--- src/rtl/nibble_serial_adder_if.sv ---
// rtl/nibble_serial_adder_if.sv - operand/result handshake bundle for nibble_serial_adder
//
// Ports (as seen from the slave, i.e. the adder):
//   in_valid   in   operands present
//   in_ready   out  adder accepts operands this cycle
//   op_a/op_b  in   W-bit operands
//   cin_in     in   carry into nibble 0
//   out_valid  out  result/cout_out valid
//   out_ready  in   consumer accepts result
//   result     out  W-bit registered sum
//   cout_out   out  carry out of the top nibble
//   busy       out  operation in flight or awaiting pickup
interface nibble_serial_adder_if #(
    parameter int W = 16
) ();
    logic         in_valid;
    logic         in_ready;
    logic [W-1:0] op_a;
    logic [W-1:0] op_b;
    logic         cin_in;
    logic         out_valid;
    logic         out_ready;
    logic [W-1:0] result;
    logic         cout_out;
    logic         busy;

    modport master (
        output in_valid, op_a, op_b, cin_in, out_ready,
        input  in_ready, out_valid, result, cout_out, busy
    );

    modport slave (
        input  in_valid, op_a, op_b, cin_in, out_ready,
        output in_ready, out_valid, result, cout_out, busy
    );
endinterface

--- src/rtl/nibble_serial_adder.sv ---
// rtl/nibble_serial_adder.sv - multi-word adder feeding one 4-bit CLA slice per clock
//
// fourbitfulladderNonRipple: combinational 4-bit carry-lookahead adder.
//   a, b (4b), cin -> sum (4b), cout
//
// nibble_serial_adder: computes op_a + op_b + cin_in over NIBBLES clocks.
//   clk  rising-edge clock
//   rst  synchronous active-high reset
//   bus  nibble_serial_adder_if.slave (input and output valid/ready handshakes)

module fourbitfulladderNonRipple (
    input  logic [3:0] a,
    input  logic [3:0] b,
    input  logic       cin,
    output logic [3:0] sum,
    output logic       cout
);
    logic [3:0] g;
    logic [3:0] p;
    logic [4:0] c;

    assign g = a & b;
    assign p = a ^ b;

    // Every carry is a flat sum of products of g/p/cin, no chained carries.
    assign c[0] = cin;
    assign c[1] = g[0] | (p[0] & cin);
    assign c[2] = g[1] | (p[1] & g[0]) | (p[1] & p[0] & cin);
    assign c[3] = g[2] | (p[2] & g[1]) | (p[2] & p[1] & g[0])
                | (p[2] & p[1] & p[0] & cin);
    assign c[4] = g[3] | (p[3] & g[2]) | (p[3] & p[2] & g[1])
                | (p[3] & p[2] & p[1] & g[0]) | (p[3] & p[2] & p[1] & p[0] & cin);

    assign sum  = p ^ c[3:0];
    assign cout = c[4];
endmodule

module nibble_serial_adder #(
    parameter int NIBBLES = 4
) (
    input  logic                  clk,
    input  logic                  rst,
    nibble_serial_adder_if.slave  bus
);
    localparam int W    = 4 * NIBBLES;
    localparam int IDXW = (NIBBLES > 1) ? $clog2(NIBBLES) : 1;

    typedef enum logic [1:0] {
        IDLE = 2'd0,
        RUN  = 2'd1,
        DONE = 2'd2
    } state_t;

    state_t          state_q, state_d;
    logic [W-1:0]    a_q, a_d;
    logic [W-1:0]    b_q, b_d;
    logic [W-1:0]    result_q, result_d;
    logic [IDXW-1:0] idx_q, idx_d;
    logic            cy_q, cy_d;
    logic            cout_q, cout_d;

    logic [W-1:0]    a_sh;
    logic [W-1:0]    b_sh;
    logic [3:0]      slice_sum;
    logic            slice_cout;
    logic            last_nibble;

    // Shift the current nibble down to bit 0 so the slice always sees [3:0].
    assign a_sh        = a_q >> {idx_q, 2'b00};
    assign b_sh        = b_q >> {idx_q, 2'b00};
    assign last_nibble = (idx_q == IDXW'(NIBBLES - 1));

    fourbitfulladderNonRipple u_slice (
        .a    (a_sh[3:0]),
        .b    (b_sh[3:0]),
        .cin  (cy_q),
        .sum  (slice_sum),
        .cout (slice_cout)
    );

    always_ff @(posedge clk) begin
        if (rst) begin
            state_q  <= IDLE;
            a_q      <= '0;
            b_q      <= '0;
            result_q <= '0;
            idx_q    <= '0;
            cy_q     <= 1'b0;
            cout_q   <= 1'b0;
        end else begin
            state_q  <= state_d;
            a_q      <= a_d;
            b_q      <= b_d;
            result_q <= result_d;
            idx_q    <= idx_d;
            cy_q     <= cy_d;
            cout_q   <= cout_d;
        end
    end

    always_comb begin
        state_d  = state_q;
        a_d      = a_q;
        b_d      = b_q;
        result_d = result_q;
        idx_d    = idx_q;
        cy_d     = cy_q;
        cout_d   = cout_q;

        case (state_q)
            IDLE: begin
                if (bus.in_valid) begin
                    a_d     = bus.op_a;
                    b_d     = bus.op_b;
                    cy_d    = bus.cin_in;
                    idx_d   = '0;
                    state_d = RUN;
                end
            end
            RUN: begin
                for (int n = 0; n < NIBBLES; n++) begin
                    if (idx_q == IDXW'(n)) begin
                        result_d[4*n +: 4] = slice_sum;
                    end
                end
                cy_d  = slice_cout;
                idx_d = idx_q + IDXW'(1);
                if (last_nibble) begin
                    cout_d  = slice_cout;
                    idx_d   = '0;
                    state_d = DONE;
                end
            end
            DONE: begin
                // Result is held until the consumer takes it; no new operand
                // is accepted on the same edge.
                if (bus.out_ready) begin
                    state_d = IDLE;
                end
            end
            default: begin
                state_d = IDLE;
            end
        endcase
    end

    assign bus.in_ready  = (state_q == IDLE);
    assign bus.out_valid = (state_q == DONE);
    assign bus.busy      = (state_q == RUN) || (state_q == DONE);
    assign bus.result    = result_q;
    assign bus.cout_out  = cout_q;
endmodule

--- src/flat_wrapper.sv ---
// flat-port wrapper written by rule: the top's interface ports become plain ports
module nibble_serial_adder_flat 
#(
    parameter int NIBBLES = 4
)
  (clk, rst, bus_in_valid, bus_op_a, bus_op_b, bus_cin_in, bus_out_ready, bus_in_ready, bus_out_valid, bus_result, bus_cout_out, bus_busy);
  nibble_serial_adder_if #(.W((16))) bus_i ();
  input  logic clk;
  input  logic rst;
  input wire logic [$bits(bus_i.in_valid)-1:0] bus_in_valid;
  input wire logic [$bits(bus_i.op_a)-1:0] bus_op_a;
  input wire logic [$bits(bus_i.op_b)-1:0] bus_op_b;
  input wire logic [$bits(bus_i.cin_in)-1:0] bus_cin_in;
  input wire logic [$bits(bus_i.out_ready)-1:0] bus_out_ready;
  output wire logic [$bits(bus_i.in_ready)-1:0] bus_in_ready;
  output wire logic [$bits(bus_i.out_valid)-1:0] bus_out_valid;
  output wire logic [$bits(bus_i.result)-1:0] bus_result;
  output wire logic [$bits(bus_i.cout_out)-1:0] bus_cout_out;
  output wire logic [$bits(bus_i.busy)-1:0] bus_busy;
  assign bus_i.in_valid = bus_in_valid;
  assign bus_i.op_a = bus_op_a;
  assign bus_i.op_b = bus_op_b;
  assign bus_i.cin_in = bus_cin_in;
  assign bus_i.out_ready = bus_out_ready;
  assign bus_in_ready = bus_i.in_ready;
  assign bus_out_valid = bus_i.out_valid;
  assign bus_result = bus_i.result;
  assign bus_cout_out = bus_i.cout_out;
  assign bus_busy = bus_i.busy;
  nibble_serial_adder #(.NIBBLES(NIBBLES)) u_core (.clk(clk), .rst(rst), .bus(bus_i));
endmodule
--- config.mk ---
export PLATFORM = sky130hd
export DESIGN_NAME = nibble_serial_adder_flat
export DESIGN_NICKNAME = d
export VERILOG_FILES = /design/src/rtl/nibble_serial_adder_if.sv /design/src/rtl/nibble_serial_adder.sv /design/src/flat_wrapper.sv
export SDC_FILE = /design/constraint.sdc
export NUM_CORES = 1
export LEC_CHECK = 0
export CORE_ASPECT_RATIO = 0.7
export CORE_MARGIN = 4
export CORE_UTILIZATION = 44
export DETAILED_ROUTE_END_ITERATION = 10
export GPL_TIMING_DRIVEN = 0
export PLACE_DENSITY_LB_ADDON = 0.12
export SLEW_MARGIN = 0
export SYNTH_ARGS = -nofsm -noshare
export SYNTH_HDL_FRONTEND = slang
export SYNTH_SLANG_ARGS = --single-unit
--- constraint.sdc ---
create_clock -name clk -period 2.7 [get_ports clk]
set_input_delay 0.405 -clock clk [delete_from_list [all_inputs] [get_ports clk]]
set_output_delay 0.405 -clock clk [all_outputs]
set_load 0.1 [all_outputs]
==> impl_results.md, run 1 <==
* Fin nets at between 300 and 400
* DRT iter0 DRCs at 92
* Syn nets at 332
* Slew Viols, Final at 0
* Final Cycle Share at slightly below 100%
* Worst slew pin tran at approximately 970 ps
* Core ar. at 5260 um2
* HPWL after detailed placement at 4320 um
* Root Buffer: clkbuf_8
* Setup ws final at 99.5 ps
* Hold buffers post-CTS at 0
* Synth Cell Area at roughly 2400 um2
* Leak Pwr at between 1 and 1.5 nW
* Max Cap Violations at 0
* CTS tree: done
* Initial Utilization at between 40% and 50%
* Ant diodes at 0
* Sequential-to-total area share from yosys stat at a little under half
* Die height at 69.7 um
* Worst IR drop on VDD at 0.000243 V
* Cell variety after synth at 29
* RSZ-0062 raised after global routing: no
* Layout filler cell count at between 500 and 600
* F_max at roughly 380 MHz
* Routed WL at 5890 um
* Remaining Overflow, GRT at 0
* Syn Inst Count at approximately 280
* Setup_tns at 0 ps
* Synth-to-Final Area Change at 30.8%
* Largest net degree at the start of global routing at 17
* Vias per cell at ~5
* ANT nets after route at 0
* Min cycle time layout at roughly 2600 ps
* IO Port Bufs at 55
* YS warnings at 0
* CP arrival at approximately 2200 ps
* Drt wl/cell at about 14 um
* Proportion of layout cells with a drive suffix above 1 at 7.25%
* Placed Area at roughly 3000 um2
* Vias at around 2100
* Vias in the first global route at between 1500 and 2000
* Rows at 22
* Layout Utilization at just under 60%
* Hold Path Class: register to register
* First-pass GRT wire length at around 9400 um
* Hold slack at approximately 460 ps
* All-Layer GR Usage at roughly 18%
* Gpl congestion at about 0.86
* Crit path max fanout at 7
* CTS Buffer Depth at 2
* Clk_lat worst skew at 310 ps
* DRT Pass-1 Iters at 4
* CP Class: register to output port
* Worst rel slew slack at approximately a third
* Final setup vio count at 0
* Clock Sinks at between 50 and 60
* Syn avg cell area at between 8 and 9 um2
* PD cells at roughly 620 nW/um2
* Critical Path RT at ~2300 ps
* Fin. Hold Viols at 0
* Post CTS Setup Buffer Count at 0
* Status: finished clean
* Inserted Clock Buffers at 5
* DR DRC count at 0
* Total number of H-tree levels at 2
* Reg clk slew, reported paths at around 100 ps
* CTS resizes at 2
* CP endpoint kind: output port
* Die W at approximately 96 um
* Post-Route Skew at about 10 ps
* Initial antenna violation count at 0
* Place WS at -94.8 ps
* Fin area at 3130 um2
* IO Pins at 57
* Die Area at 6700 um2
* Seq cells post-synth at 54
* Crit path launch type: register
final timing paths:
kind / slack (ps) / end / cells after the start / from
setup / recovery: 100 / bus_in_ready / 3 / u_core.state_q[0]
hold reg to reg: 460 / u_core.a_q[10] / 2 / u_core.a_q[10]
setup reg to reg: 140 / u_core.bus.result[11] / 7 / u_core.idx_q[0]
hold / removal: 460 / u_core.a_q[10] / 2 / u_core.a_q[10]
synthesized netlist by cell type:
library cell	n	area (um2)
clkbuf_1	14	52.6
buf_2	3	15.0
a21oi_1	53	265
a211o_2	2	20.0
a211oi_1	1	7.51
mux2i_1	2	20.0
nor2b_1	4	25.0
or2_2	1	6.26
nand2_1	79	297
mux4_2	8	180
o21a_1	1	7.51
fa_1	1	20.0
ha_1	11	138
inv_1	7	26.3
dfxtp_1	54	1080
o21bai_1	1	7.51
a32oi_1	1	8.76
nor3b_1	1	7.51
and4_4	1	11.3
a211o_1	1	8.76
nor2_1	19	71.3
xor2_1	1	8.76
a31oi_1	1	6.26
nand4_1	4	25.0
or4_1	4	30.0
a311oi_1	1	8.76
a21o_1	1	7.51
and2_1	1	6.26
nor3_1	5	25.0
worst max-delay path, cell delays in order, from the launching register on:
cell,delay (ps)
dfxtp_1,330
inv_1,80
ha_1,300
clkdlybuf4s50_1,1180
registers in the layout (all words and copies together) (netlist names):
name,flops
u_core.a_q,16
u_core.b_q,16
u_core.bus.cout_out,1
u_core.bus.result,16
u_core.cy_q,1
u_core.idx_q,2
u_core.state_q,2
layer usage:
metal,GRT usage [%],wire [um]
met1,27.9,3030
met2,24.9,2510
met3,4.12,343
met4,3.63,13
met5,0,0
cells by family after synthesis:
group,synth area share (%)
simple gates,21.1
compound gates,14.5
flops,45.2
buf+inv,3.92
fa+ha+maj,6.59
mux,8.36
xor+xnor,0.366
where the power goes:
| part | switching [mW] | leakage [nW] | internal [mW] |
|---|---|---|---|
| clock network | 0.265 | 0.0444 | 0.180 |
| logic | 0.386 | 0.664 | 0.218 |
| registers | 0.0357 | 0.441 | 0.860 |
| total | 0.687 | 1.15 | 1.26 |
cells in the final DEF (no fill, tap or decap), drive strengths merged, types with 2 or more instances in the layout:
| master | count |
|---|---|
| nand2 | 79 |
| clkdlybuf4s50 | 55 |
| dfxtp | 54 |
| a21oi | 53 |
| nor2 | 19 |
| clkbuf | 19 |
| ha | 11 |
| mux4 | 8 |
| inv | 8 |
| nor3 | 5 |
| nand4 | 4 |
| nor2b | 4 |
| or4 | 4 |
| buf | 3 |
| a211o | 3 |
| mux2i | 2 |
metrics by stage:
step | total power, mW | cells
after floorplan | 1.33 | 283
after global placement | 1.51 | 410
after detailed placement | 1.52 | 410
after CTS | 1.95 | 417
after global routing | 2.05 | 417
final | 1.95 | 417
final cells by class:
class	count	area, um2	area share [%]
multi-input combinational	205	1220	39.1
buffer	17	75.1	2.40
timing repair buffer	55	551	17.6
sequential	54	1080	34.6
inverter	7	26.3	0.839
clock buffer	5	68.8	2.20
clock inverter	2	13.8	0.440
tap	72	90.1	2.88
(Power assumes the default switching activity.)
==> run 2: changes to the inputs <==
SETUP_SLACK_MARGIN = 0.5   (was default)
==> run 2 against run 1 <==
  * Cell count rose by 2.2%
  * Routed wire length rose by 4.1%
  * Total power rose by 5.4%
==> impl_results.md, run 2 (synthesis results as in run 1) <==
* Status: finished clean (unchanged)
* Setup_tns at 0 ps (unchanged)
* Worst path bufs/invs at 2 (unchanged)
* Vias in the first global route at 2081 (was 1946)
* Remaining Overflow, GRT at 0 (unchanged)
* Root Buffer: clkbuf_8 (unchanged)
* Initial Utilization at 45.5% (unchanged)
* Critical Path RT at 2940 ps (was 2300 ps)
* First-pass GRT wire length at 9970 um (was 9440 um)
* Vias per cell at 5.10 (was 5.09)
* PD cells at 605 nW/um2 (was 621 nW/um2)
* Gpl congestion at 0.863 (was 0.860)
* Initial antenna violation count at 0 (unchanged)
* Die Area at 6700 um2 (unchanged)
* F_max at 431 MHz (was 385 MHz)
* Hold slack at 453 ps (was 457 ps)
* Synth-to-Final Area Change at 41.5% (was 30.8%)
* Clock power frac at 22.4% (was 22.9%)
* CP arrival at 2560 ps (was 2200 ps)
* Combinational group share of total power at 33.7% (was 31.1%)
* Slowest stage delay, CP at 560 ps (was 1180 ps)
* Total number of H-tree levels at 2 (unchanged)
* Met3 WL post-DR at 404 um (was 343 um)
* Most frequent cells in the layout: nand2_1 (79), dfxtp_1 (53), a21oi_1 (48), clkdlybuf4s50_1 (35), nor2_1 (16) (was nand2_1 (79), clkdlybuf4s50_1 (55), a21oi_1 (53), dfxtp_1 (53), nor2_1 (19))
* IO Port Bufs at 55 (unchanged)
* Slowest CP cell: mux4_2 (was clkdlybuf4s50_1)
* Layout filler cell count at 443 (was 519)
* Crit path max fanout at 8 (was 7)
* Hold Path Class: register to register (unchanged)
* Ant diodes at 0 (unchanged)
* Slew Viols, Final at 0 (unchanged)
* Delay-heaviest family, CP: simple AND/OR/NAND/NOR gates (was buffers and inverters)
* Worst path cell trace: buf_12 > mux4_2 > ha_4 > buf_4 > and4_4 > or4_4 > a21oi_2 (was inv_1 > ha_1 > clkdlybuf4s50_1)
* Rows at 22 (unchanged)
* Fin nets at 402 (was 394)
* Layout Utilization at 64.4% (was 59.5%)
* Net Sw Frac at 34.5% (was 35.3%)
* CP Class: register to register (was register to output port)
* HPWL after detailed placement at 4410 um (was 4320 um)
* IO Pins at 57 (unchanged)
* Clk_lat worst skew at 300 ps (was 310 ps)
* Internal Pwr Total at 1.34 mW (was 1.26 mW)
* Cell Count, Final, Fillers Out at 426 (was 417)
* Drt wl/cell at 14.4 um (was 14.1 um)
* Worst slew pin tran at 970 ps (was 972 ps)
* Max Cap Violations at 0 (unchanged)
* Leak Pwr at 1.46 nW (was 1.15 nW)
* Largest net degree at the start of global routing at 16 (was 17)
* CTS Buffer Depth at 2 (unchanged)
* WL met1 at 2810 um (was 3030 um)
* DRT Pass-1 Iters at 4 (unchanged)
* DR DRC count at 0 (unchanged)
* RSZ-0062 raised after global routing: yes (was no)
* CP endpoint kind: register (was output port)
* Seq pwr share at 43.8% (was 46.1%)
* Final Cycle Share at 85.9% (was 96.3%)
* Switching power at 708 uW (was 687 uW)
* Die W at 96.2 um (unchanged)
* ANT nets after route at 0 (unchanged)
* Dpl cells at 410 (unchanged)
* Post-Route Skew at 4.92 ps (was 10.3 ps)
* Reg clk slew, reported paths at 90 ps (was 100 ps)
* Routed WL at 6130 um (was 5890 um)
* Crit path launch type: register (unchanged)
* Met2 wire len at 2810 um (was 2510 um)
* Worst IR drop on VDD at 0.000456 V (was 0.000243 V)
* Fin. Hold Viols at 0 (unchanged)
* Die height at 69.7 um (unchanged)
* Vias at 2171 (was 2124)
* Inserted Clock Buffers at 5 (unchanged)
* DRT iter0 DRCs at 111 (was 92)
* CTS tree: done (unchanged)
* Max Used Layer: met4 (unchanged)
* Worst rel slew slack at 35.2% (was 35.0%)
* Min cycle time layout at 2320 ps (was 2600 ps)
* All-Layer GR Usage at 19.3% (was 17.9%)
* Core ar. at 5260 um2 (unchanged)
* Clock Sinks at 54 (unchanged)
* Final setup vio count at 0 (unchanged)
* Proportion of layout cells with a drive suffix above 1 at 14.7% (was 7.25%)
* Most common cell after layout, fill and taps aside: nand2_1 (unchanged)
[run 2: cell types whose count changed in the layout (fill, tap and decap cells not counted), moves of 4 or more]
cell,before,now
clkdlybuf4s50_1,55,35
dlymetal6s2s_1,0,12
a21oi_1,53,48
buf_4,0,5
dlygate4sd2_1,0,5
a21oi_2,0,4
ha_1,11,7
ha_4,0,4
[run 2: through the flow]
step / total power [mW] / setup WS, ps / instance area [um2]
3_3_place_gp: 1.51 / 250 / 3070
2_1_floorplan: 1.34 / 436 / 2430
5_1_grt: 2.16 / 316 / 3390
4_1_cts: 2.01 / 384 / 3270
6_report: 2.05 / 382 / 3390
3_5_place_dp: 1.52 / 192 / 3070
[run 2: area by class of cell]
cell class | instances | area, um2 | share of cell area (%)
multi-input combinational | 205 | 1370 | 40.3
sequential | 54 | 1080 | 32.0
timing repair buffer | 63 | 642 | 19.0
tap | 72 | 90.1 | 2.66
clock buffer | 7 | 86.3 | 2.55
buffer | 17 | 86.3 | 2.55
inverter | 7 | 26.3 | 0.776
clock inverter | 1 | 5.00 | 0.148
[run 2: path summary, 6_finish.rpt]
path,start,to,slack (ps),depth (start not counted)
worst min-delay path,u_core.bus.result[15],u_core.bus.result[15],450,2
worst min register to register,u_core.bus.result[15],u_core.bus.result[15],450,2
worst max register to register,u_core.idx_q[0],u_core.bus.result[7],380,7
worst max-delay path,u_core.idx_q[0],u_core.bus.result[7],380,7
[run 2: metal layers]
metal / vias to the layer above / global-route usage [%]
li1: 1101 / -
met1: 1000 / 27.1
met2: 61 / 29.0
met3: 9 / 4.66
met4: 0 / 5.84
met5: - / 0
[run 2: power groups by stage]
| stage | Sequential (mW) | Combinational (mW) | Clock, mW |
|---|---|---|---|
| finish | 0.898 | 0.691 | 0.459 |
| global route | 0.907 | 0.751 | 0.501 |
| CTS | 0.898 | 0.646 | 0.470 |
| detailed placement | 0.917 | 0.602 | 0 |
| global placement | 0.913 | 0.593 | 0 |
| floorplan | 0.959 | 0.386 | 0 |
[run 2: what timing repair did]
| item | CTS | global route |
|---|---|---|
| setup buffers | 7 | 1 |
| resized for setup | 22 | 31 |
| endpoints found under the setup margin | 18 | 28 |
| hold buffers | 0 | 0 |
| pin swaps | 12 | 10 |
[run 2: worst register-to-register path, stage by stage, from the launching register on]
cell and delay (ps):
dfxtp_4 380, buf_12 130, mux4_2 560, ha_4 290
buf_4 140, and4_4 190, or4_4 420, a21oi_2 150
==> run 3: changes to the inputs <==
REMOVE_ABC_BUFFERS = 1   (was default)
==> run 3 against run 2 <==
  * Sequential share of layout area rose by 1.3 points
  * Core utilization down 2.5 points
  * Die area stayed put
  * Critical endpoint unchanged
  * Cell count shrank 3.8%
  * Largest cell class unchanged
  * Global-route usage fell by 3.1 points
  * Register-to-register slack worse by 50 ps
==> impl_results.md, run 3 (synthesis results as in run 1) <==
* Slowest stage delay, CP at 540 ps (was 560 ps)
* Crit path launch type: register (unchanged)
* Worst slew pin tran at 970 ps (about the same)
* Synth-to-Final Area Change at 36.0% (was 41.5%)
* Rows at 22 (unchanged)
* Combinational group share of total power at 31.7% (was 33.7%)
* Fin area at 3260 um2 (was 3390 um2)
* Place WS at -175 ps (was 192 ps)
* IO Pins at 57 (unchanged)
* CTS tree: done (unchanged)
* Power Total at 1.97 mW (was 2.05 mW)
* Initial antenna violation count at 0 (unchanged)
* Clock power frac at 22.6% (was 22.4%)
* Most frequent cells in the layout: nand2_1 (78), dfxtp_1 (52), a21oi_1 (50), clkdlybuf4s50_1 (35), nor2_1 (19) (was nand2_1 (79), dfxtp_1 (53), a21oi_1 (48), clkdlybuf4s50_1 (35), nor2_1 (16))
* Seq pwr share at 45.7% (was 43.8%)
* Die W at 96.2 um (unchanged)
* Proportion of layout cells with a drive suffix above 1 at 13.3% (was 14.7%)
* Layout Utilization at 61.9% (was 64.4%)
* Largest net degree at the start of global routing at 47 (was 16)
* Multi-input gate area at 1320 um2 (was 1370 um2)
* Worst IR drop on VDD at 0.000362 V (was 0.000456 V)
* Setup ws final at 333 ps (was 382 ps)
* CP arrival at 2600 ps (was 2560 ps)
* Gpl congestion at 0.743 (was 0.863)
* Reg clk slew, reported paths at 90 ps (about the same)
* Worst path cell trace: buf_12 > mux4_2 > ha_4 > a21oi_2 > nor2b_2 > or4_1 > a21oi_1 (was buf_12 > mux4_2 > ha_4 > buf_4 > and4_4 > or4_4 > a21oi_2)
* Most common cell after layout, fill and taps aside: nand2_1 (unchanged)
* Drt wl/cell at 12.9 um (was 14.4 um)
* Worst rel slew slack at 35.2% (about the same)
* Initial Utilization at 45.5% (unchanged)
* Min cycle time layout at 2370 ps (was 2320 ps)
* Slew Viols, Final at 0 (unchanged)
* Total number of H-tree levels at 2 (unchanged)
* Ant diodes at 0 (unchanged)
* Die Area at 6700 um2 (unchanged)
* All-Layer GR Usage at 16.1% (was 19.3%)
* DRT Pass-1 Iters at 4 (unchanged)
* Critical Path RT at 2940 ps (about the same)
* Layout filler cell count at 470 (was 443)
* Vias in the first global route at 1900 (was 2081)
* Leak Pwr at 1.35 nW (was 1.46 nW)
* PD cells at 605 nW/um2 (about the same)
* Final Cycle Share at 87.7% (was 85.9%)
* Remaining Overflow, GRT at 0 (unchanged)
* Max Cap Violations at 0 (unchanged)
* Core ar. at 5260 um2 (unchanged)
* CP endpoint kind: register (unchanged)
* Inserted Clock Buffers at 5 (unchanged)
* Internal Pwr Total at 1.29 mW (was 1.34 mW)
* Final setup vio count at 0 (unchanged)
* Hold Path Class: input port to register (was register to register)
* DRT iter0 DRCs at 57 (was 111)
* Fin. Hold Viols at 0 (unchanged)
* Switching power at 680 uW (was 708 uW)
* RSZ-0062 raised after global routing: yes (unchanged)
* Vias at 2056 (was 2171)
* ANT nets after route at 0 (unchanged)
* Clock Sinks at 54 (unchanged)
* F_max at 422 MHz (was 431 MHz)
* Hold buffers post-CTS at 0 (unchanged)
* Crit path max fanout at 6 (was 8)
* First-pass GRT wire length at 8590 um (was 9970 um)
* Root Buffer: clkbuf_8 (unchanged)
* Setup_tns at 0 ps (unchanged)
* IO Port Bufs at 56 (was 55)
* Fin nets at 386 (was 402)
* Status: finished clean (unchanged)
* Storage cell area at 1090 um2 (was 1080 um2)
* Vias per cell at 5.01 (was 5.10)
* Post-Route Skew at 4.57 ps (was 4.92 ps)
* Placed Area at 2990 um2 (was 3070 um2)
* Routed WL at 5270 um (was 6130 um)
* CP Class: register to register (unchanged)
* Die height at 69.7 um (unchanged)
* CTS Buffer Depth at 2 (unchanged)
* Slowest CP cell: mux4_2 (unchanged)
* DR DRC count at 0 (unchanged)
* Clk_lat worst skew at 310 ps (was 300 ps)
* Net Sw Frac at 34.5% (about the same)
* HPWL after detailed placement at 3580 um (was 4410 um)
run 3: what timing repair did:
action                     4_1_cts  5_1_grt
pin swaps                        8        2
gates resized for setup         29       14
buffers inserted                 7        0
setup endpoints to repair       31       21
run 3: final timing paths:
kind | startpoint | slack (ps) | end | cells after the start
worst max-delay path | u_core.idx_q[0] | 330 | u_core.bus.result[7] | 7
worst min-delay path | rst | 400 | u_core.a_q[14] | 2
worst max register to register | u_core.idx_q[0] | 330 | u_core.bus.result[7] | 7
worst min register to register | u_core.a_q[6] | 460 | u_core.a_q[6] | 2
run 3: power groups by stage:
stage | logic, mW | registers, mW | clock network, mW
after floorplan | 0.344 | 0.966 | 0
after global placement | 0.550 | 0.922 | 0
after detailed placement | 0.558 | 0.924 | 0
after CTS | 0.614 | 0.900 | 0.458
after global routing | 0.682 | 0.910 | 0.488
final | 0.624 | 0.901 | 0.444
run 3: layout make-up:
cell class	instances	share of cell area [%]
Multi-Input combinational cell	205	40.4
Sequential cell	54	33.4
Timing Repair Buffer	64	20.0
Tap cell	72	2.77
Clock buffer	6	2.23
Inverter	7	0.807
Clock inverter	2	0.423
run 3: metrics by stage:
stage                     hold WS [ps]  instances
final                              398        410
after global routing               411        410
after CTS                          399        410
after detailed placement           446        395
after global placement             439        394
after floorplan                    427        266
run 3: critical path: cells and delay by family, from the launching register on:
family / cells / cell delay [ps]
flip-flops: 1 / 430
buffers and inverters: 1 / 120
AND/OR/NAND/NOR: 2 / 610
adder cells (fa/ha/maj): 1 / 280
AO/OA/AOI/OAI: 2 / 320
multiplexers: 1 / 540
run 3: metal layers:
metal  routed length (um)  vias to the layer above  GRT usage (%)
li1                     -                     1066              -
met1                 2670                      940           23.5
met2                 2250                       42           23.4
met3                  280                        8           4.01
met4                   68                        0           4.73
met5                    0                        -              0
